## src/rtl/shared_fifo_pkg.sv

```systemverilog
// Shared definitions for the 6-port shared FIFO drain scheduler.
package shared_fifo_pkg;

  localparam int unsigned NPORTS = 6;
  localparam int unsigned PORTW  = 3;

  typedef logic [PORTW-1:0] port_idx_t;

  localparam port_idx_t LAST_PORT = 3'd5;

  // Source of the grant issued in the current cycle.
  typedef enum logic [1:0] {
    GNT_NONE,
    GNT_HOLD,
    GNT_ROTATE
  } grant_src_e;

  // Successor port in round-robin order, wrapping 5 -> 0.
  function automatic port_idx_t next_port(input port_idx_t idx);
    return (idx >= LAST_PORT) ? '0 : port_idx_t'(idx + 3'd1);
  endfunction

endpackage

```

## src/rtl/syncfifo_shared_6_drain_arb_rr_pick6.sv

```systemverilog
// Combinational rotating first-one picker: first requester at or after ptr, wrapping 5 -> 0.
module rr_pick6
  import shared_fifo_pkg::*;
(
  input  logic [NPORTS-1:0] req,
  input  port_idx_t         ptr,
  output logic [NPORTS-1:0] gnt,
  output port_idx_t         gnt_idx,
  output logic              any
);

  port_idx_t scan;
  logic      found;

  // Walk the six ports starting at ptr; the first requester wins.
  always_comb begin
    gnt     = '0;
    gnt_idx = '0;
    found   = 1'b0;
    any     = |req;
    scan    = (ptr > LAST_PORT) ? '0 : ptr;
    for (int unsigned k = 0; k < NPORTS; k++) begin
      if (!found && req[scan]) begin
        gnt[scan] = 1'b1;
        gnt_idx   = scan;
        found     = 1'b1;
      end
      scan = next_port(scan);
    end
  end

endmodule

```

## src/rtl/syncfifo_shared_6_drain_arb.sv

```systemverilog
// Drain scheduler for the 6-port shared FIFO: weighted round-robin with a strict-priority
// class, one pop per cycle, serialised onto a single ready/valid output register.
module syncfifo_shared_6_drain_arb
  import shared_fifo_pkg::*;
#(
  parameter int WID  = 128,
  parameter int WGTW = 4
) (
  input  logic                           clk,
  input  logic                           rst_n,
  input  logic                           softreset,
  input  logic [NPORTS-1:0]              empty,
  input  logic [NPORTS-1:0][WID-1:0]     din,
  output logic [NPORTS-1:0]              readout,
  input  logic [NPORTS-1:0]              cfg_en,
  input  logic [NPORTS-1:0]              cfg_prio,
  input  logic [NPORTS-1:0][WGTW-1:0]    cfg_wgt,
  output logic                           vldout,
  output logic [WID-1:0]                 dataout,
  output logic [PORTW-1:0]               portout,
  input  logic                           ready,
  output logic                           busy
);

  logic [NPORTS-1:0] eligible;
  logic [NPORTS-1:0] prio_set;
  logic [NPORTS-1:0] cand;
  logic              can_pop;

  port_idx_t         rr_ptr;
  port_idx_t         holder;
  logic              holder_vld;
  logic [WGTW-1:0]   burst_cnt;
  logic [WGTW-1:0]   quantum;
  logic              hold_ok;

  logic [NPORTS-1:0] pick_gnt;
  port_idx_t         pick_idx;
  logic              pick_any;

  grant_src_e        src;
  port_idx_t         gnt_idx;

  // Candidate set: the priority class wins whenever any of its members is eligible.
  always_comb begin
    eligible = ~empty & cfg_en;
    prio_set = eligible & cfg_prio;
    cand     = (|prio_set) ? prio_set : eligible;
    can_pop  = !vldout || ready;
  end

  // Holder may keep the grant while it is still a candidate and its quantum is not used up.
  always_comb begin
    quantum = (cfg_wgt[holder] == '0) ? WGTW'(1) : cfg_wgt[holder];
    hold_ok = holder_vld && cand[holder] && (burst_cnt < quantum);
  end

  rr_pick6 u_pick (
    .req     (cand),
    .ptr     (rr_ptr),
    .gnt     (pick_gnt),
    .gnt_idx (pick_idx),
    .any     (pick_any)
  );

  // Grant decision and combinational one-hot pop request to the FIFO.
  always_comb begin
    src     = GNT_NONE;
    gnt_idx = '0;
    readout = '0;
    if (rst_n && !softreset && can_pop && pick_any) begin
      if (hold_ok) begin
        src     = GNT_HOLD;
        gnt_idx = holder;
      end else begin
        src     = GNT_ROTATE;
        gnt_idx = pick_idx;
      end
      readout[gnt_idx] = 1'b1;
    end
  end

  // Arbitration state: round-robin pointer, current holder and its burst count.
  always_ff @(posedge clk or negedge rst_n) begin
    if (!rst_n) begin
      rr_ptr     <= '0;
      holder     <= '0;
      holder_vld <= 1'b0;
      burst_cnt  <= '0;
    end else if (softreset) begin
      rr_ptr     <= '0;
      holder     <= '0;
      holder_vld <= 1'b0;
      burst_cnt  <= '0;
    end else begin
      unique case (src)
        GNT_HOLD: begin
          burst_cnt <= burst_cnt + 1'b1;
        end
        GNT_ROTATE: begin
          holder     <= pick_idx;
          holder_vld <= 1'b1;
          burst_cnt  <= WGTW'(1);
          rr_ptr     <= next_port(pick_idx);
        end
        default: begin
        end
      endcase
    end
  end

  // One-entry output register: loads on grant, drains on accept, data/port hold otherwise.
  always_ff @(posedge clk or negedge rst_n) begin
    if (!rst_n) begin
      vldout  <= 1'b0;
      dataout <= '0;
      portout <= '0;
    end else if (softreset) begin
      vldout  <= 1'b0;
      dataout <= '0;
      portout <= '0;
    end else if (src != GNT_NONE) begin
      vldout  <= 1'b1;
      dataout <= din[gnt_idx];
      portout <= gnt_idx;
    end else if (ready) begin
      vldout  <= 1'b0;
    end
  end

  // Busy while a word is held or any port still has drainable data.
  always_comb begin
    busy = vldout || (|eligible);
  end

endmodule

```

## config.mk

```make
export PLATFORM = sky130hd
export DESIGN_NAME = syncfifo_shared_6_drain_arb
export DESIGN_NICKNAME = d
export VERILOG_FILES = /design/src/rtl/shared_fifo_pkg.sv /design/src/rtl/syncfifo_shared_6_drain_arb_rr_pick6.sv /design/src/rtl/syncfifo_shared_6_drain_arb.sv
export SDC_FILE = /design/constraint.sdc
export NUM_CORES = 1
export LEC_CHECK = 0
export ABC_CLOCK_PERIOD_IN_PS = 7500
export BUFFER_PORTS_ARGS = -buffer_cell sky130_fd_sc_hd__buf_2
export CORE_AREA = 2 2 370 372
export CTS_BUF_LIST = sky130_fd_sc_hd__clkbuf_8
export DETAILED_ROUTE_END_ITERATION = 16
export DIE_AREA = 0 0 372 374
export GPL_ROUTABILITY_DRIVEN = 0
export SLEW_MARGIN = 10
export SYNTH_ARGS = -nofsm -noshare
export SYNTH_HDL_FRONTEND = slang
export SYNTH_SLANG_ARGS = --single-unit
```

## constraint.sdc

```tcl
create_clock -name clk -period 7.5 [get_ports clk]
set_clock_uncertainty 0.15 [all_clocks]
set_input_delay 0.75 -clock clk [delete_from_list [all_inputs] [get_ports clk]]
set_output_delay 0.75 -clock clk [all_outputs]
set_load 0.005 [all_outputs]
```

==> metrics.yaml, run 1 <==
viasPerCell: 4.13
antenna_found_initial: 57
dp_hpwl_mm: 80.2
clock_path_buffers: 2
status: "completed"
path_cells: "inv_1, nor2_1, ha_1, nor2b_1, ha_1, o2111ai_4, ha_1, nand2b_1, or3_4, nand2_4, inv_4, ha_1, inv_1, or3_1, a32oi_1, o31ai_4, o32a_1, o21ai_4, buf_12, inv_1, nor3_1, buf_2"
layout.nets: 3208
drtIter0Drc: 1635
root_buffer: "clkbuf_8"
syn_to_final_growth_pct: 52.0
cp_max_fo: 21
track_usage_pct: 13.0
die_area_um2: 139000
timing.rr.end: "dataout[37]"
num_rows: 135
vdd_ir_drop_max_mv: 0.487
hold_viol: 0
setup_tns_ns: 0
power_w: 0.0111
die_h_um: 374
yosysSeqAreaShare_pct: 25.0
synth_flop_cell: "dfrtp_1"
globalRouteOverflowTotal: 0
yosys_warnings: 0
slew_headroom_pct: 22.9
start_util_pct: 10.6
synth_cells: 1492
power_density_nw_per_um2: 510
cts_tree: "done"
grt_pass1_vias: 16330
arrival_ns: 6.10
regArea_um2: 3580
fmax_mhz: 143
critPathMostFrequentCell: "ha_1"
synth-edff-count: 0
worstReg2RegStart: "rr_ptr[1]"
cts_buffers: 17
clk_latency_ns: 0.60
synth_cell_types: 83
hold_class: "input port to flop"
critPathRequiredTime_ns: 6.60
drive_gt1_share_pct: 52.9
cap_violations: 0
rsz0062_at_grt: "false"
cts_sinks: 143
h-tree-depth: 4
yosys_register_bits: 143
post_drt_wl_per_cell_um: 23.0
startpoint_type: "flop"
core-area_um2: 135000
drtAntennaViolNets: 0
vias: 17386
critical_path_class: "flop to output port"
critPathMaxStageDelay_ns: 0.48
portBuffers: 952
grt_pass1_wl_mm: 126
route.detailed.drc: 0
r2r_slack_ns: 0.66
async_flop_share_pct: 100
worst_slew_pin_slew_ns: 1.15
syn_nets: 2318
critical-path-slowest-cell: "dfrtp_2"
clkTransAtPathRegs_ns: 0.11
crit_start: "rr_ptr[1]"
reg2reg_depth: 25
multi_input_area_um2: 10000
period_share_pct: 93.4
dr.pass1.iters: 6
wirelength_mm: 96.9
grt_max_degree: 150
endpoint_kind: "output port"
io_pins: 953
syn_avg_cell_area_um2: 9.60
worstHoldStart: "din[39]"
setup_viol_count_final: 0
endpoint: "readout[0]"
die-width_um: 372
final_common_cell: "buf_2"
final_cell_mix: "951 x buf_2, 343 x mux2i_1, 191 x a21oi_1"
min_period_ns: 7.00
synth_area_um2: 14300
p_leak_nw: 10.4
nFillCells: 15292
slew_violations: 0
state kept, by name (all words and copies together), names as in the netlist:
name        flops
holder_vld      1
holder          3
dataout       128
rr_ptr          3
portout         3
burst_cnt       4
vldout          1
worst min-delay path by stage:
stage | depth (start not counted) | endpoint | slack [ns]
floorplan | 0 | burst_cnt[0] | 0.30
global placement | 1 | portout[1] | 0.31
detailed placement | 1 | portout[1] | 0.31
CTS | 3 | dataout[39] | 0.18
global route | 3 | dataout[39] | 0.22
finish | 3 | dataout[39] | 0.31
worst max-delay path: cells and delay by family (launching register included):
| kind | cells | cell delay, ns |
|---|---|---|
| compound gates | 5 | 1.17 |
| flops | 1 | 0.48 |
| buf+inv | 6 | 0.69 |
| simple gates | 7 | 1.64 |
| fa+ha+maj | 4 | 1.44 |
cell usage after synthesis, types with 15 or more instances:
master    count  area (um2)
mux2_2      185        2080
nand2b_1     17         106
nor3_1       58         290
a221oi_1     91         797
nand2_1      25        93.8
nor2_1       28         105
a21oi_1     191         956
buf_2        36         180
a221o_1      37         370
clkbuf_1     70         263
mux2i_1     343        3430
dfrtp_1     143        3580
buf_6        15         169
o21ai_0      47         235
layer usage:
layer / wire length (um) / vias up / GRT usage, %
met5: 165 / - / 0
met4: 2760 / 24 / 4.09
met3: 10400 / 157 / 4.57
met2: 43000 / 1104 / 19.9
met1: 40700 / 8428 / 17.0
li1: - / 7673 / -
cell families (layout without fill, tap and decap cells):
group / count (synthesis) / count (layout) / share of synthesized area, %
simple gates: 194 / 194 / 7.40
other cells: 0 / 29 / 0
xor+xnor: 3 / 3 / 0.183
buf+inv: 158 / 1061 / 5.74
mux: 531 / 531 / 38.9
compound gates: 451 / 451 / 21.8
fa+ha+maj: 12 / 12 / 1.05
flops: 143 / 143 / 25.0
per-stage QoR:
stage	utilization, %	hold WS [ns]	setup WS (ns)	area [um2]	cells
2_1_floorplan	-	0.304	1.28	14300	1492
3_3_place_gp	15.7	0.306	0.805	21100	4132
3_5_place_dp	15.7	0.311	0.618	21100	4132
4_1_cts	16.0	0.182	0.0297	21600	4165
5_1_grt	16.1	0.223	0.0655	21700	4186
6_report	16.1	0.305	0.498	21800	4205
where the power goes:
group          internal, W  switching [W]  leakage (nW)  total, W
clock             0.000252       0.000467         0.197  0.000718
combinational      0.00382        0.00510          8.33   0.00893
sequential         0.00114       0.000320          1.90   0.00146
total              0.00521        0.00589          10.4    0.0111
timing repair:
| item | CTS | global route |
|---|---|---|
| pin swaps | 0 | 2 |
| gates resized for setup | 2 | 5 |
| hold endpoints to repair | 8 | 0 |
| setup buffers | 0 | 10 |
| setup endpoints to repair | 3 | 6 |
| hold buffers | 1 | 0 |
| gates cloned | 0 | 1 |
cell type report:
| cell class | count | area share, % |
|---|---|---|
| Inverter | 14 | 0.253 |
| Tap cell | 1781 | 10.2 |
| Multi-Input combinational cell | 1191 | 46.0 |
| Clock buffer | 17 | 1.07 |
| Antenna cell | 29 | 0.333 |
| Sequential cell | 143 | 16.5 |
| Timing Repair Buffer | 1015 | 24.9 |
| Clock inverter | 15 | 0.776 |
(Power assumes the default switching activity.)
==> run 2, diff against run 1 <==
--- a/config.mk
+++ b/config.mk
@@ -8,7 +8,6 @@
 export ABC_CLOCK_PERIOD_IN_PS = 7500
 export BUFFER_PORTS_ARGS = -buffer_cell sky130_fd_sc_hd__buf_2
 export CORE_AREA = 2 2 370 372
-export CTS_BUF_LIST = sky130_fd_sc_hd__clkbuf_8
 export DETAILED_ROUTE_END_ITERATION = 16
 export DIE_AREA = 0 0 372 374
 export GPL_ROUTABILITY_DRIVEN = 0
==> run 2 against run 1 <==
Critical path type unchanged. Highest routed layer unchanged. Fmax rose by 0.71%. Largest power group unchanged. Non-clock buffer count shrank 3. Die area unchanged. Largest cell class unchanged.
==> metrics.yaml, run 2 (same netlist as run 1, synthesis figures left out) <==
status: "completed"  # unchanged
fin_cells: 4187  # was 4205
min_period_ns: 6.95  # was 7.00 ns
h-tree-depth: 4  # unchanged
post_drt_wl_per_cell_um: 23.2  # was 23.0 um
setup_viol_count_final: 0  # unchanged
wirelength_met1_mm: 40.7  # about the same
antenna_found_initial: 59  # was 57
slew_violations: 0  # unchanged
setup_tns_ns: 0  # unchanged
vias: 17224  # was 17386
power_density_nw_per_um2: 517  # was 510 nW/um2
top_layer_used: "met5"  # unchanged
clock_path_buffers: 2  # unchanged
p_leak_nw: 10.5  # was 10.4 nW
top_register: "dataout"  # unchanged
whs_path_depth: 1  # was 3
final_cell_mix: "951 x buf_2, 343 x mux2i_1, 191 x a21oi_1"  # unchanged
fmax_mhz: 144  # was 143 MHz
dp_hpwl_mm: 80.2  # unchanged
placedCellCount: 4132  # unchanged
dr_wl_met2_mm: 42.7  # was 43.0 mm
die_area_um2: 139000  # unchanged
core-area_um2: 135000  # unchanged
cts_sinks: 143  # unchanged
placed_cell_area_um2: 21100  # unchanged
grt_pass1_wl_mm: 126  # about the same
largestRegisters: "dataout x128, burst_cnt x4"  # unchanged
cts_tree: "done"  # unchanged
viasPerCell: 4.11  # was 4.13
route.detailed.drc: 0  # unchanged
dr.pass1.iters: 8  # was 6
hold_viol: 0  # unchanged
syn_to_final_growth_pct: 52.9  # was 52.0%
critPathRequiredTime_ns: 6.60  # about the same
reg2reg_depth: 24  # was 25
cap_violations: 0  # unchanged
hold_end: "portout[1]"  # was dataout[39]
worstReg2RegStart: "rr_ptr[2]"  # was rr_ptr[1]
grt_max_degree: 150  # unchanged
period_share_pct: 92.7  # was 93.4%
clk_latency_ns: 0.51  # was 0.60 ns
hold_class: "flop to flop"  # was input port to flop
timing.rr.end: "dataout[91]"  # was dataout[37]
wl_met3_mm: 10.3  # was 10.4 mm
drtAntennaViolNets: 0  # unchanged
vdd_ir_drop_max_mv: 0.517  # was 0.487 mV
track_usage_pct: 13.0  # about the same
num_rows: 135  # unchanged
startpoint_type: "flop"  # unchanged
cts_buffers: 17  # unchanged
clkTransAtPathRegs_ns: 0.09  # was 0.11 ns
start_util_pct: 10.6  # unchanged
drive_gt1_share_pct: 52.8  # was 52.9%
final_common_cell: "buf_2"  # unchanged
fin_area_um2: 21900  # was 21800 um2
largest_reg_flops: 128  # unchanged
cp_max_fo: 19  # was 21
die_h_um: 374  # unchanged
drtIter0Drc: 1542  # was 1635
critical_path_class: "flop to output port"  # unchanged
r2r_slack_ns: 0.63  # was 0.66 ns
arrival_ns: 6.05  # was 6.10 ns
nFillCells: 15270  # was 15292
power_w: 0.0113  # was 0.0111 W
rsz0062_at_grt: "false"  # unchanged
worstHoldStart: "portout[1]"  # was din[39]
layout.nets: 3205  # was 3208
io_pins: 953  # unchanged
wirelength_mm: 97.0  # was 96.9 mm
endpoint_kind: "output port"  # unchanged
portBuffers: 952  # unchanged
globalRouteOverflowTotal: 0  # unchanged
worst_slew_pin_slew_ns: 1.14  # was 1.15 ns
die-width_um: 372  # unchanged
grt_pass1_vias: 16335  # was 16330
root_buffer: "clkbuf_16"  # was clkbuf_8
slew_headroom_pct: 23.3  # was 22.9%
## run 2: cell types whose count changed in the layout (fill, tap and decap cells not counted), sizes merged
| cell | change |
|---|---|
| diode | -15 |
| buf | -3 |
## run 2: metal layers
| layer | vias up | track usage, % |
|---|---|---|
| met4 | 34 | 4.60 |
| met2 | 1057 | 19.6 |
| met1 | 8336 | 16.8 |
| met3 | 153 | 4.90 |
| met5 | - | 0 |
| li1 | 7644 | - |
## run 2: how the worst max path moves through the flow
stage,slack (ns),start,cells after the start,to
floorplan,1.28,rr_ptr[2],24,readout[0]
global placement,0.80,rr_ptr[0],22,dataout[79]
detailed placement,0.62,rr_ptr[0],22,dataout[91]
CTS,0.10,rr_ptr[0],21,readout[1]
global route,0.04,rr_ptr[2],21,readout[0]
finish,0.55,rr_ptr[2],22,readout[1]
## run 2: area by class of cell
type	instances	area [um2]	area share (%)
diodes	14	35.0	0.160
clock buffers	17	425	1.94
clock inverters	15	169	0.772
inverters	14	55.1	0.251
multi-input cells	1191	10000	45.7
flip-flops and latches	143	3580	16.4
well taps	1781	2230	10.2
repair buffers	1012	5390	24.6
## run 2: repair_timing
action,4_1_cts,5_1_grt
hold buffers,1,0
endpoints found under the setup margin,0,6
buffers inserted,0,7
endpoints found under the hold margin,8,0
resized for setup,0,5
## run 2: worst max-delay path: stages (launching register included)
cell and delay [ns]:
dfrtp_2 0.54, a21boi_4 0.29, ha_1 0.37, nor2b_1 0.18, ha_1 0.32, o2111ai_4 0.19, ha_1 0.43, nand2b_1 0.22
or3_4 0.38, nand2_4 0.12, inv_4 0.07, ha_1 0.19, nand2b_1 0.19, a211oi_1 0.24, mux2_2 0.21, a211oi_1 0.08
o31ai_4 0.35, o32a_1 0.25, o21ai_4 0.08, buf_4 0.16, nand2b_4 0.25, nor3b_1 0.24, buf_2 0.15
## run 2: stage by stage
stage	setup WS, ns	utilization [%]	hold WS, ns
finish	0.547	16.2	0.332
global placement	0.805	15.7	0.306
global route	0.0442	16.2	0.350
floorplan	1.28	-	0.304
CTS	0.101	16.1	0.324
detailed placement	0.618	15.7	0.311
## run 2: power breakdown
group / switching (W) / internal (W) / total [W] / leakage (nW)
logic: 0.00509 / 0.00381 / 0.00890 / 8.31
clock network: 0.000490 / 0.000446 / 0.000936 / 0.284
registers: 0.000331 / 0.00114 / 0.00147 / 1.90
